### src/rtl/divider_core.sv
// divider_core: sequential unsigned restoring divider, one quotient bit per clock.
// WIDTH_N-bit dividend / WIDTH_D-bit divisor -> WIDTH_N-bit quotient, WIDTH_D-bit remainder.
// Divide by zero returns quotient all ones, remainder = low dividend bits, div_by_zero=1.
// Optional macro DIVIDER_FAST_EXIT_EN: dividend < divisor finishes in one cycle (quotient 0).
// Requires 2 <= WIDTH_N and WIDTH_D <= WIDTH_N.
module divider_core #(
  parameter int WIDTH_N = 8,
  parameter int WIDTH_D = 4
) (
  input  logic               clk,
  input  logic               rst_n,
  input  logic               start,
  input  logic [WIDTH_N-1:0] dividend,
  input  logic [WIDTH_D-1:0] divisor,
  output logic [WIDTH_N-1:0] quotient,
  output logic [WIDTH_D-1:0] remainder,
  output logic               busy,
  output logic               done,
  output logic               div_by_zero
);

  localparam int CW = (WIDTH_N > 1) ? $clog2(WIDTH_N) : 1;
  localparam logic [CW-1:0] LAST = CW'(WIDTH_N - 1);

  typedef enum logic [1:0] {S_IDLE, S_RUN, S_DONE} state_e;

  state_e             state_q, state_d;
  logic [WIDTH_D:0]   r_q, r_d;        // partial remainder, one guard bit
  logic [WIDTH_N-1:0] q_q, q_d;        // dividend shifting out / quotient shifting in
  logic [WIDTH_D-1:0] div_q, div_d;    // latched divisor
  logic [CW-1:0]      cnt_q, cnt_d;
  logic [WIDTH_N-1:0] quot_q, quot_d;
  logic [WIDTH_D-1:0] rem_q, rem_d;
  logic               dbz_q, dbz_d;

  // One restoring step: shift {R,Q} left, trial-subtract the divisor.
  // sh carries an extra top bit so the compare never loses a borrow.
  logic [WIDTH_D+1:0] sh;
  logic               ge;
  logic [WIDTH_D:0]   r_step;
  logic [WIDTH_N-1:0] q_step;
  logic               fast;

  assign sh     = {r_q, q_q[WIDTH_N-1]};
  assign ge     = sh >= {2'b00, div_q};
  assign r_step = ge ? (WIDTH_D+1)'(sh - {2'b00, div_q}) : (WIDTH_D+1)'(sh);
  assign q_step = {q_q[WIDTH_N-2:0], ge};

`ifdef DIVIDER_FAST_EXIT_EN
  assign fast = dividend < WIDTH_N'(divisor);
`else
  assign fast = 1'b0;
`endif

  // Next-state and datapath control.
  always_comb begin
    state_d = state_q;
    r_d     = r_q;
    q_d     = q_q;
    div_d   = div_q;
    cnt_d   = cnt_q;
    quot_d  = quot_q;
    rem_d   = rem_q;
    dbz_d   = dbz_q;
    case (state_q)
      S_IDLE, S_DONE: begin
        state_d = S_IDLE;
        if (start) begin
          if (divisor == '0) begin
            quot_d  = '1;
            rem_d   = dividend[WIDTH_D-1:0];
            dbz_d   = 1'b1;
            state_d = S_DONE;
          end else begin
            dbz_d = 1'b0;
            if (fast) begin
              // dividend < divisor: the answer is known without iterating
              quot_d  = '0;
              rem_d   = dividend[WIDTH_D-1:0];
              state_d = S_DONE;
            end else begin
              div_d   = divisor;
              q_d     = dividend;
              r_d     = '0;
              cnt_d   = '0;
              state_d = S_RUN;
            end
          end
        end
      end
      S_RUN: begin
        r_d   = r_step;
        q_d   = q_step;
        cnt_d = cnt_q + 1'b1;
        if (cnt_q == LAST) begin
          quot_d  = q_step;
          rem_d   = r_step[WIDTH_D-1:0];
          state_d = S_DONE;
        end
      end
      default: state_d = S_IDLE;
    endcase
  end

  // State and working registers; reset aborts any operation in flight.
  always_ff @(posedge clk or negedge rst_n) begin
    if (!rst_n) begin
      state_q <= S_IDLE;
      r_q     <= '0;
      q_q     <= '0;
      div_q   <= '0;
      cnt_q   <= '0;
      quot_q  <= '0;
      rem_q   <= '0;
      dbz_q   <= 1'b0;
    end else begin
      state_q <= state_d;
      r_q     <= r_d;
      q_q     <= q_d;
      div_q   <= div_d;
      cnt_q   <= cnt_d;
      quot_q  <= quot_d;
      rem_q   <= rem_d;
      dbz_q   <= dbz_d;
    end
  end

  assign quotient    = quot_q;
  assign remainder   = rem_q;
  assign div_by_zero = dbz_q;
  assign busy        = (state_q == S_RUN);
  assign done        = (state_q == S_DONE);

endmodule
### config.mk
export PLATFORM = sky130hd
export DESIGN_NAME = divider_core
export DESIGN_NICKNAME = d
export VERILOG_FILES = /design/src/rtl/divider_core.sv
export SDC_FILE = /design/constraint.sdc
export NUM_CORES = 1
export LEC_CHECK = 0
export CORE_ASPECT_RATIO = 1.4
export CORE_MARGIN = 3
export CORE_UTILIZATION = 55
export CTS_BUF_LIST = sky130_fd_sc_hd__clkbuf_4 sky130_fd_sc_hd__clkbuf_8
export CTS_CLUSTER_DIAMETER = 30
export CTS_CLUSTER_SIZE = 40
export DETAILED_ROUTE_END_ITERATION = 10
export PLACE_DENSITY = 0.82
export SYNTH_ARGS = -nofsm -noshare
export SYNTH_HDL_FRONTEND = slang
export SYNTH_SLANG_ARGS = --single-unit
### constraint.sdc
create_clock -name clk -period 5 [get_ports clk]
set_input_delay 0.75 -clock clk [delete_from_list [all_inputs] [get_ports clk]]
set_output_delay 0.75 -clock clk [all_outputs]
set_load 0.005 [all_outputs]
==> results by group <==
STA
  • Setup Viol. Count Final: 0
  • Tightest Pin Transition: roughly 730 ps
  • Worst clock skew: 3.62 ps
  • Setup TNS: 0 ps
  • RSZ-0062 raised after global routing: no
  • Fin crit share: 0.567
  • Final hold violation count: 0
  • Fin crit period: ~2800 ps
  • Max Freq: between 300 and 400 MHz
  • Final Max Tran Viols: 0
  • Relative slew slack: 0.510

Yosys
  • Synth Flop Type: dfrtp_1
  • Sequential area share after synthesis: 0.515
  • Synthesized cell area: between 1500 and 2000 um^2
  • Seq cells post-synth: 35
  • Unique masters post-synth: 38
  • Synth area leaders: dfrtp_1 52%, nand2_1 5.7%, mux2i_1 5.3%, ha_1 4.4%, o22a_1 4.1%
  • Post-synth EDFFs: 0
  • Yosys top cell area share: 0.515
  • Syn Nets: between 150 and 200
  • Fraction of registers with async set/reset: 1.00
  • Syn. warnings: 0
  • Syn Area/Cell: about 11 um^2
  • Post-Syn Instances: about 160
  • Area leader, netlist: dfrtp_1

Layout
  • Sequential cell area: roughly 880 um^2
  • Area Growth Syn to Fin: 22.9%
  • Count of non-filler cells in the finished layout: 228
  • Layout cells sized above 1: 0.0942
  • Multi-input gate area: roughly 760 um^2
  • Fillcell total: 210
  • Final Util: 0.719
  • Final nets: roughly 210
  • # diodes: 0

Worst setup path
  • Data arrival time of the worst path: roughly 2100 ps
  • Setup crit start kind: register
  • WP data required: about 4300 ps
  • Setup crit end kind: output pin
  • WS Path Type: reg2out
  • Worst Path Max Fanout: 28
  • R2R depth: 9

Detailed routing
  • DRT met1 WL: approximately 1600 um
  • Routed Antenna Nets: 0
  • Via count: between 1000 and 1500
  • Routed len/inst: 15.6 um
  • Post-route DRC: 0
  • Routed wl met3: approximately 140 um
  • Vias per inst: roughly 5.6
  • Iteration count of the initial detailed-routing pass: 4
  • DR iter-0 viols: 23
  • Wire length on met2: ~1800 um
  • Final wirelength: 3560 um
  • Uppermost routed layer: met4

Clock tree
  • Clock latency on the worst-skew pair: ~280 ps
  • Total clock sinks: 35
  • CTS root buffer: clkbuf_8
  • CTS buffer count: 5
  • Htree depth: 2
  • Setup repair bufs after CTS: 0
  • Gates resized, CTS repair: 0
  • CTS tree: yes
  • Post-CTS Hold Buffers: 0
  • CTS max path bufs: 2
  • Clock transition at path regs: about 60 ps

Placed design
  • Port-buffer cells: 29
  • HPWL after detailed placement: approximately 2700 um
  • Placed cells: between 200 and 250
  • Global placer's final weighted congestion: between 0.7 and 0.8

Floorplanning
  • Die span in x: 53.0 um
  • Starting Density: 0.585
  • Die Span Y: roughly 70 um
  • IO Count: 30
  • Core ar.: between 2000 and 3000 um^2
  • # rows: 23
  • Die Footprint: ~3800 um^2

GRT
  • First-pass GRT wire length: around 6400 um
  • Vias in the first global route: 1414
  • Initial antenna violation count: 0
  • Largest net degree at the start of global routing: 36
  • Grt total ovfl: 0
  • All-Layer GR Usage: 0.230

Power and ir drop
  • Worst vdd ir: approximately 0.00043 V
  • Leakage power: roughly 0.90 nW
  • Power per cell area: ~700 nW/um^2

Job
  • MaxCap Viol Count: 0

Min path
  • Min-delay worst type: reg2reg
  • Hold Crit Depth: 2

Run status
  • Status: completed
## area by class of cell
| type | count | area share |
|---|---|---|
| Sequential cell | 35 | 0.419 |
| Multi-Input combinational cell | 111 | 0.362 |
| Timing Repair Buffer | 31 | 0.146 |
| Clock buffer | 6 | 0.0365 |
| Tap cell | 37 | 0.0222 |
| Inverter | 8 | 0.0144 |
## state kept, by name, summed over array words and instances, names as in the netlist
| name | count |
|---|---|
| div_q | 4 |
| remainder | 4 |
| quotient | 8 |
| q_q | 8 |
| div_by_zero | 1 |
| state_q | 2 |
| cnt_q | 3 |
| r_q | 5 |
## routing by layer
metal / vias up / GRT usage
li1: 627 / -
met3: 9 / 0.0582
met2: 30 / 0.359
met4: 0 / 0.102
met1: 620 / 0.297
met5: - / 0
## cell families (layout without fill, tap and decap cells)
| group | Yosys count | count (layout) | share of synthesized area |
|---|---|---|---|
| AOI/OAI and AO/OA | 48 | 48 | 0.186 |
| and+or+nand+nor | 44 | 44 | 0.132 |
| DFF | 35 | 35 | 0.515 |
| buffers and inverters | 15 | 45 | 0.0405 |
| muxes | 10 | 10 | 0.0596 |
| adders and majority gates | 7 | 7 | 0.0559 |
| xor gates and xnor gates | 2 | 2 | 0.0103 |
## path summary, 6_finish.rpt
check	startpoint	end	slack, ps
min in group asynchronous	rst_n	div_q[1]	880
max reg2reg	q_q[7]	remainder[1]	2740
max	state_q[1]	busy	2170
max in group asynchronous	rst_n	quotient[1]	3800
min	div_by_zero	div_by_zero	480
min reg2reg	div_by_zero	div_by_zero	480
## cells in the mapped netlist, types with 3 or more instances
master and n:
inv_1 6, nor2_1 5, clkbuf_1 3, nand2_1 26
mux2i_1 9, dfrtp_1 35, ha_1 6, o21ai_0 13
o22ai_1 3, a21oi_1 4, o21ai_1 6, o22a_1 8
## worst max-delay path, cell delays in order, from the launching register on
cell and delay, ps:
dfrtp_1 360, nand2b_1 380, inv_2 470, clkdlybuf4s50_1 590
## stage by stage
step	setup slack, ps	total power, mW	area, um^2	hold slack [ps]
after floorplan	2940	1.03	1700	454
after global placement	2290	1.25	2010	470
after detailed placement	2260	1.28	2010	470
after CTS	2150	1.47	2090	487
after global routing	1960	1.60	2090	512
final	2170	1.47	2090	483
## power by group
part	total, mW	internal (mW)	switching [mW]
clock network	0.187	0.0981	0.0888
logic	0.768	0.367	0.400
registers	0.511	0.420	0.0908
total	1.47	0.886	0.580
## cell usage in the layout (no fill, tap or decap), drive strengths merged, types with 2 or more instances in the layout
master,netlist,layout
clkbuf,3,6
a21boi,2,2
mux2i,9,9
nor2,5,5
buf,4,2
ha,6,6
a22o,2,2
o22ai,3,3
inv,8,8
a21o,2,2
o21ai,19,19
a21oi,5,5
nand2,27,27
a31oi,2,2
and2,2,2
a211oi,3,3
nand2b,2,2
dfrtp,35,35
nand3b,2,2
xor2,2,2
o22a,8,8
nor2b,2,2
clkdlybuf4s50,0,29
Note: power is estimated with default switching activity, not from simulation.
==> variant 1 (config.mk and constraints unchanged) <==
Make the reset (`rst_n`) synchronous in one clocked block.
--- a/src/rtl/divider_core.sv
+++ b/src/rtl/divider_core.sv
@@ -103,7 +103,7 @@
   end
 
   // State and working registers; reset aborts any operation in flight.
-  always_ff @(posedge clk or negedge rst_n) begin
+  always_ff @(posedge clk) begin
     if (!rst_n) begin
       state_q <= S_IDLE;
       r_q     <= '0;
Function: differs if rst_n is asserted again (counterexample within 4 cycles, from zero or initial values and one cycle with rst_n low); with rst_n held inactive, the same outputs for 10 cycles.
==> variant 1 against the original RTL <==
Hold slack got worse by 0.021 ns; count of clock-buffer cells in the layout rose by 1; utilization rose by 0.88 points; final cell count rose by 9.2%; wire length barely moved; sequential share of layout area fell by 6.6 points; synthesized area fell by 3.9%; final area fell by 5.1%; worst setup slack improved by 0.43 ns; sequential cell count did not move; highest routed layer unchanged.
Power is not compared: it rests on default switching activity, and its combinational part moved more than twofold at a synthesized area within 25%.
==> variant 1: results (changes against the original RTL) <==
[outcome]
outcome=finished, final reports clean

[clock_network]
clock-root-buffer=sky130_fd_sc_hd__clkbuf_4
cts_bufs_inserted=5  ; unchanged
post_cts_resize_count=0  ; unchanged
clk-insertion-delay-late_ns=0.33  ; +0.05 ns
post_cts.repair.setup_buffers=0  ; unchanged
cts.reportedPaths.clkPinSlew_ns=0.10  ; +0.04 ns

[worst_setup_path]
crit_path_max_incr_delay_ns=0.51  ; -0.08 ns
rrSetupSlack_ns=3.00  ; +0.26 ns
worst_r2r_endpoint=remainder[3]
worstReg2RegStart=q_q[7]
arrival_ns=1.66  ; -0.42 ns

[detailed_routing]
drtPass1Iterations=4  ; unchanged
drt-vias-per-instance=5.59  ; -0.89%
vias=1392  ; +8.2%
drtIter0Drc=40  ; +74%
wl_per_cell_um=14.3  ; -8.4%

[worst_hold_path]
min_path_cells=2  ; unchanged
hold_path_class=reg2reg
hold_path_end=div_q[3]
timing.hold.worst.start=div_q[3]

[synth]
synth_fp_nets=205  ; +12%
post_synth_main_area_contributors=sky130_fd_sc_hd__dfxtp_1 43%, sky130_fd_sc_hd__nand2_1 7.8%, sky130_fd_sc_hd__o221a_2 4.8%, sky130_fd_sc_hd__ha_1 4.6%, sky130_fd_sc_hd__a21oi_1 4.3%
post_synth_most_frequent_cells=35 x sky130_fd_sc_hd__dfxtp_1, 34 x sky130_fd_sc_hd__nand2_1, 15 x sky130_fd_sc_hd__nor2_1
portion_of_the_post_synthesis_area_used_by_sequential_elements_pct=42.9  ; -8.6 points
share_of_flip_flops_with_an_asynchronous_set_or_reset_pct=0  ; -100 points
ys_types=41  ; +7.9%
yosysWarningCount=0  ; unchanged
synth.avg_cell_area_um2=8.93  ; -15%

[grt]
antenna_found_initial=0  ; unchanged
grt_pass1_vias=1318  ; -6.8%
grt_start_max_net_pins=29  ; -19%
globalRouteTotalUtil_pct=22.0  ; -0.99 points
grt_pass1_wl_um=6130  ; -4.4%

[timing]
slew_violations=0  ; unchanged
timing.clock.skew_ns=0.00901  ; +0.00539 ns
slew_headroom_pct=47.1  ; -4.0 points

[place]
place_congestion=0.815  ; +2.6%
placed_cells_incl_taps=241  ; +8.6%
hpwlAfterDp_um=2710  ; +1.2%
io_buffers=29  ; unchanged

[cells_and_area]
layout.nets=234  ; +9.3%
final_layout_size_suffix_gt1_share_pct=14.1  ; +4.7 points
fillers=220  ; +4.8%

[variant 1: worst max path at each step]
| stage | start | to | slack, ns |
|---|---|---|---|
| after global routing | state_q[0] | busy | 2.48 |
| after CTS | state_q[1] | busy | 2.57 |
| after floorplan | divisor[3] | q_q[1] | 3.25 |
| final | state_q[1] | busy | 2.59 |
| after global placement | rst_n | r_q[3] | 2.62 |
| after detailed placement | rst_n | q_q[7] | 2.59 |
[variant 1: cell families (layout without fill, tap and decap cells)]
group | Yosys count | after routing | synth area share [%]
simple gates | 75 | 75 | 22.7
compound gates | 48 | 48 | 22.1
flops | 35 | 35 | 42.9
buf+inv | 15 | 45 | 4.90
fa+ha+maj | 7 | 7 | 5.82
xor+xnor | 2 | 2 | 1.07
mux | 1 | 1 | 0.613
[variant 1: critical path: cells and delay by family, from the launching register on]
family	cells	cell delay (ns)
simple gates	1	0.13
buf+inv	3	0.88
flops	1	0.32
[variant 1: report_power, final]
| group | switching (mW) | leakage [nW] | total [mW] | internal (mW) |
|---|---|---|---|---|
| clock | 0.0880 | 0.0361 | 0.154 | 0.0656 |
| combinational | 0.0787 | 0.428 | 0.135 | 0.0559 |
| sequential | 0.0138 | 0.286 | 0.309 | 0.295 |
| total | 0.181 | 0.750 | 0.598 | 0.417 |
[variant 1: per-stage QoR]
| step | hold slack, ns | instance area, µm² | worst slack, ns | util (%) |
|---|---|---|---|---|
| 6_report | 0.461 | 1980 | 2.59 | 72.8 |
| 5_1_grt | 0.486 | 1980 | 2.48 | 72.8 |
| 4_1_cts | 0.463 | 1980 | 2.57 | 72.8 |
| 3_5_place_dp | 0.450 | 1930 | 2.59 | 70.7 |
| 3_3_place_gp | 0.446 | 1930 | 2.62 | 70.7 |
| 2_1_floorplan | 0.436 | 1630 | 3.25 | - |
[variant 1: area by class of cell]
| type | count | area (µm²) | share of cell area [%] |
|---|---|---|---|
| Clock inverter | 1 | 5.00 | 0.252 |
| Clock buffer | 7 | 52.6 | 2.65 |
| Multi-Input combinational cell | 133 | 853 | 43.0 |
| Inverter | 7 | 28.8 | 1.45 |
| Timing Repair Buffer | 30 | 298 | 15.0 |
| Tap cell | 36 | 45.0 | 2.27 |
| Sequential cell | 35 | 701 | 35.3 |
[variant 1: per-layer routing]
metal,track usage [%],routed length (µm),share of wire (%)
met1,27.4,1490,42
met2,35.2,1790,50
met3,5.76,200,5.6
met4,8.45,81,2.3
met5,0,0,0
==> variant 2 (same settings) <==
Made on the original files. Set the parameter `WIDTH_D` to 6 (it was 4).
--- a/src/rtl/divider_core.sv
+++ b/src/rtl/divider_core.sv
@@ -5,7 +5,7 @@
 // Requires 2 <= WIDTH_N and WIDTH_D <= WIDTH_N.
 module divider_core #(
   parameter int WIDTH_N = 8,
-  parameter int WIDTH_D = 4
+  parameter int WIDTH_D = 6
 ) (
   input  logic               clk,
   input  logic               rst_n,
Ports: changed (resized divisor and remainder); port bits go from 30 to 34. The function was not compared with the original's and may differ.
==> variant 2 against the original RTL <==
Maximum frequency is 10% lower; via count is 32% higher; wire length rose by 31%; final area grew 20%; sequential cell count up 6; sequential power increased by 17%; power up 27%; worst setup slack lost 0.33 ns; synthesized area is 23% higher.
==> variant 2: results (changes against the original RTL) <==
[synth]
synth.avg_cell_area_um2=9.91  ; -6.1%
post_synth_most_frequent_cells=41 x sky130_fd_sc_hd__dfrtp_1, 30 x sky130_fd_sc_hd__nand2_1, 21 x sky130_fd_sc_hd__o21ai_0
ys_types=48  ; +26%

[place]
place_ws_ns=2.08  ; -0.184 ns
placed_cell_area_mm2=0.00242  ; +20%

[power_and_ir_drop]
vdd_drop_max_mv=0.486  ; +14%
power.sequential.fraction_pct=32.0  ; -2.9 points
share_comb_of_total_power_pct=56.1  ; +3.7 points

[cells_and_area]
final_layout_size_suffix_gt1_share_pct=7.85  ; -1.6 points
layout.nets=268  ; +25%
fillers=271  ; +29%
area.sequential_mm2=0.00103  ; +17%

[detailed_routing]
drtIter0Drc=87  ; +280%
wl_per_cell_um=16.6  ; +6.2%
wl_met1_um=1990  ; +27%
wl_um=4680  ; +31%
met2RoutedLength_um=2340  ; +32%

[grt]
grt_pass1_vias=1702  ; +20%
met1_usage_pct=28.2  ; -1.5 points
grt_util_met3_pct=4.72  ; -1.1 points

[worst_setup_path]
worstReg2RegStart=state_q[0]
crit_path_max_incr_delay_ns=0.69  ; +0.10 ns

[worst_hold_path]
hold_path_end=quotient[7]

[timing]
timing.clock.skew_ns=0.00682  ; +0.00320 ns

[outcome]
outcome=finished, final reports clean

-- variant 2: cell count changes after synthesis, moves of 5 or more --
cell	change
sky130_fd_sc_hd__o21ai_0	+8
sky130_fd_sc_hd__o21ai_1	-5
sky130_fd_sc_hd__nor2_1	+11
sky130_fd_sc_hd__dfrtp_1	+6
-- variant 2: kinds of logic after synthesis --
family                   Yosys count  share of synthesized area (%)
buffers and inverters             20                           4.37
XOR/XNOR                           1                          0.419
flip-flops                        41                           49.0
AND/OR/NAND/NOR                   66                           14.4
AO/OA/AOI/OAI                     64                           21.2
adder cells (fa/ha/maj)            9                           5.74
multiplexers                      10                           4.84
-- variant 2: cell type report --
cell class | instances | share of cell area (%)
sequential | 41 | 40.9
multi-input combinational | 150 | 38.8
timing repair buffer | 34 | 13.3
clock buffer | 7 | 3.59
tap | 40 | 1.99
inverter | 10 | 1.49
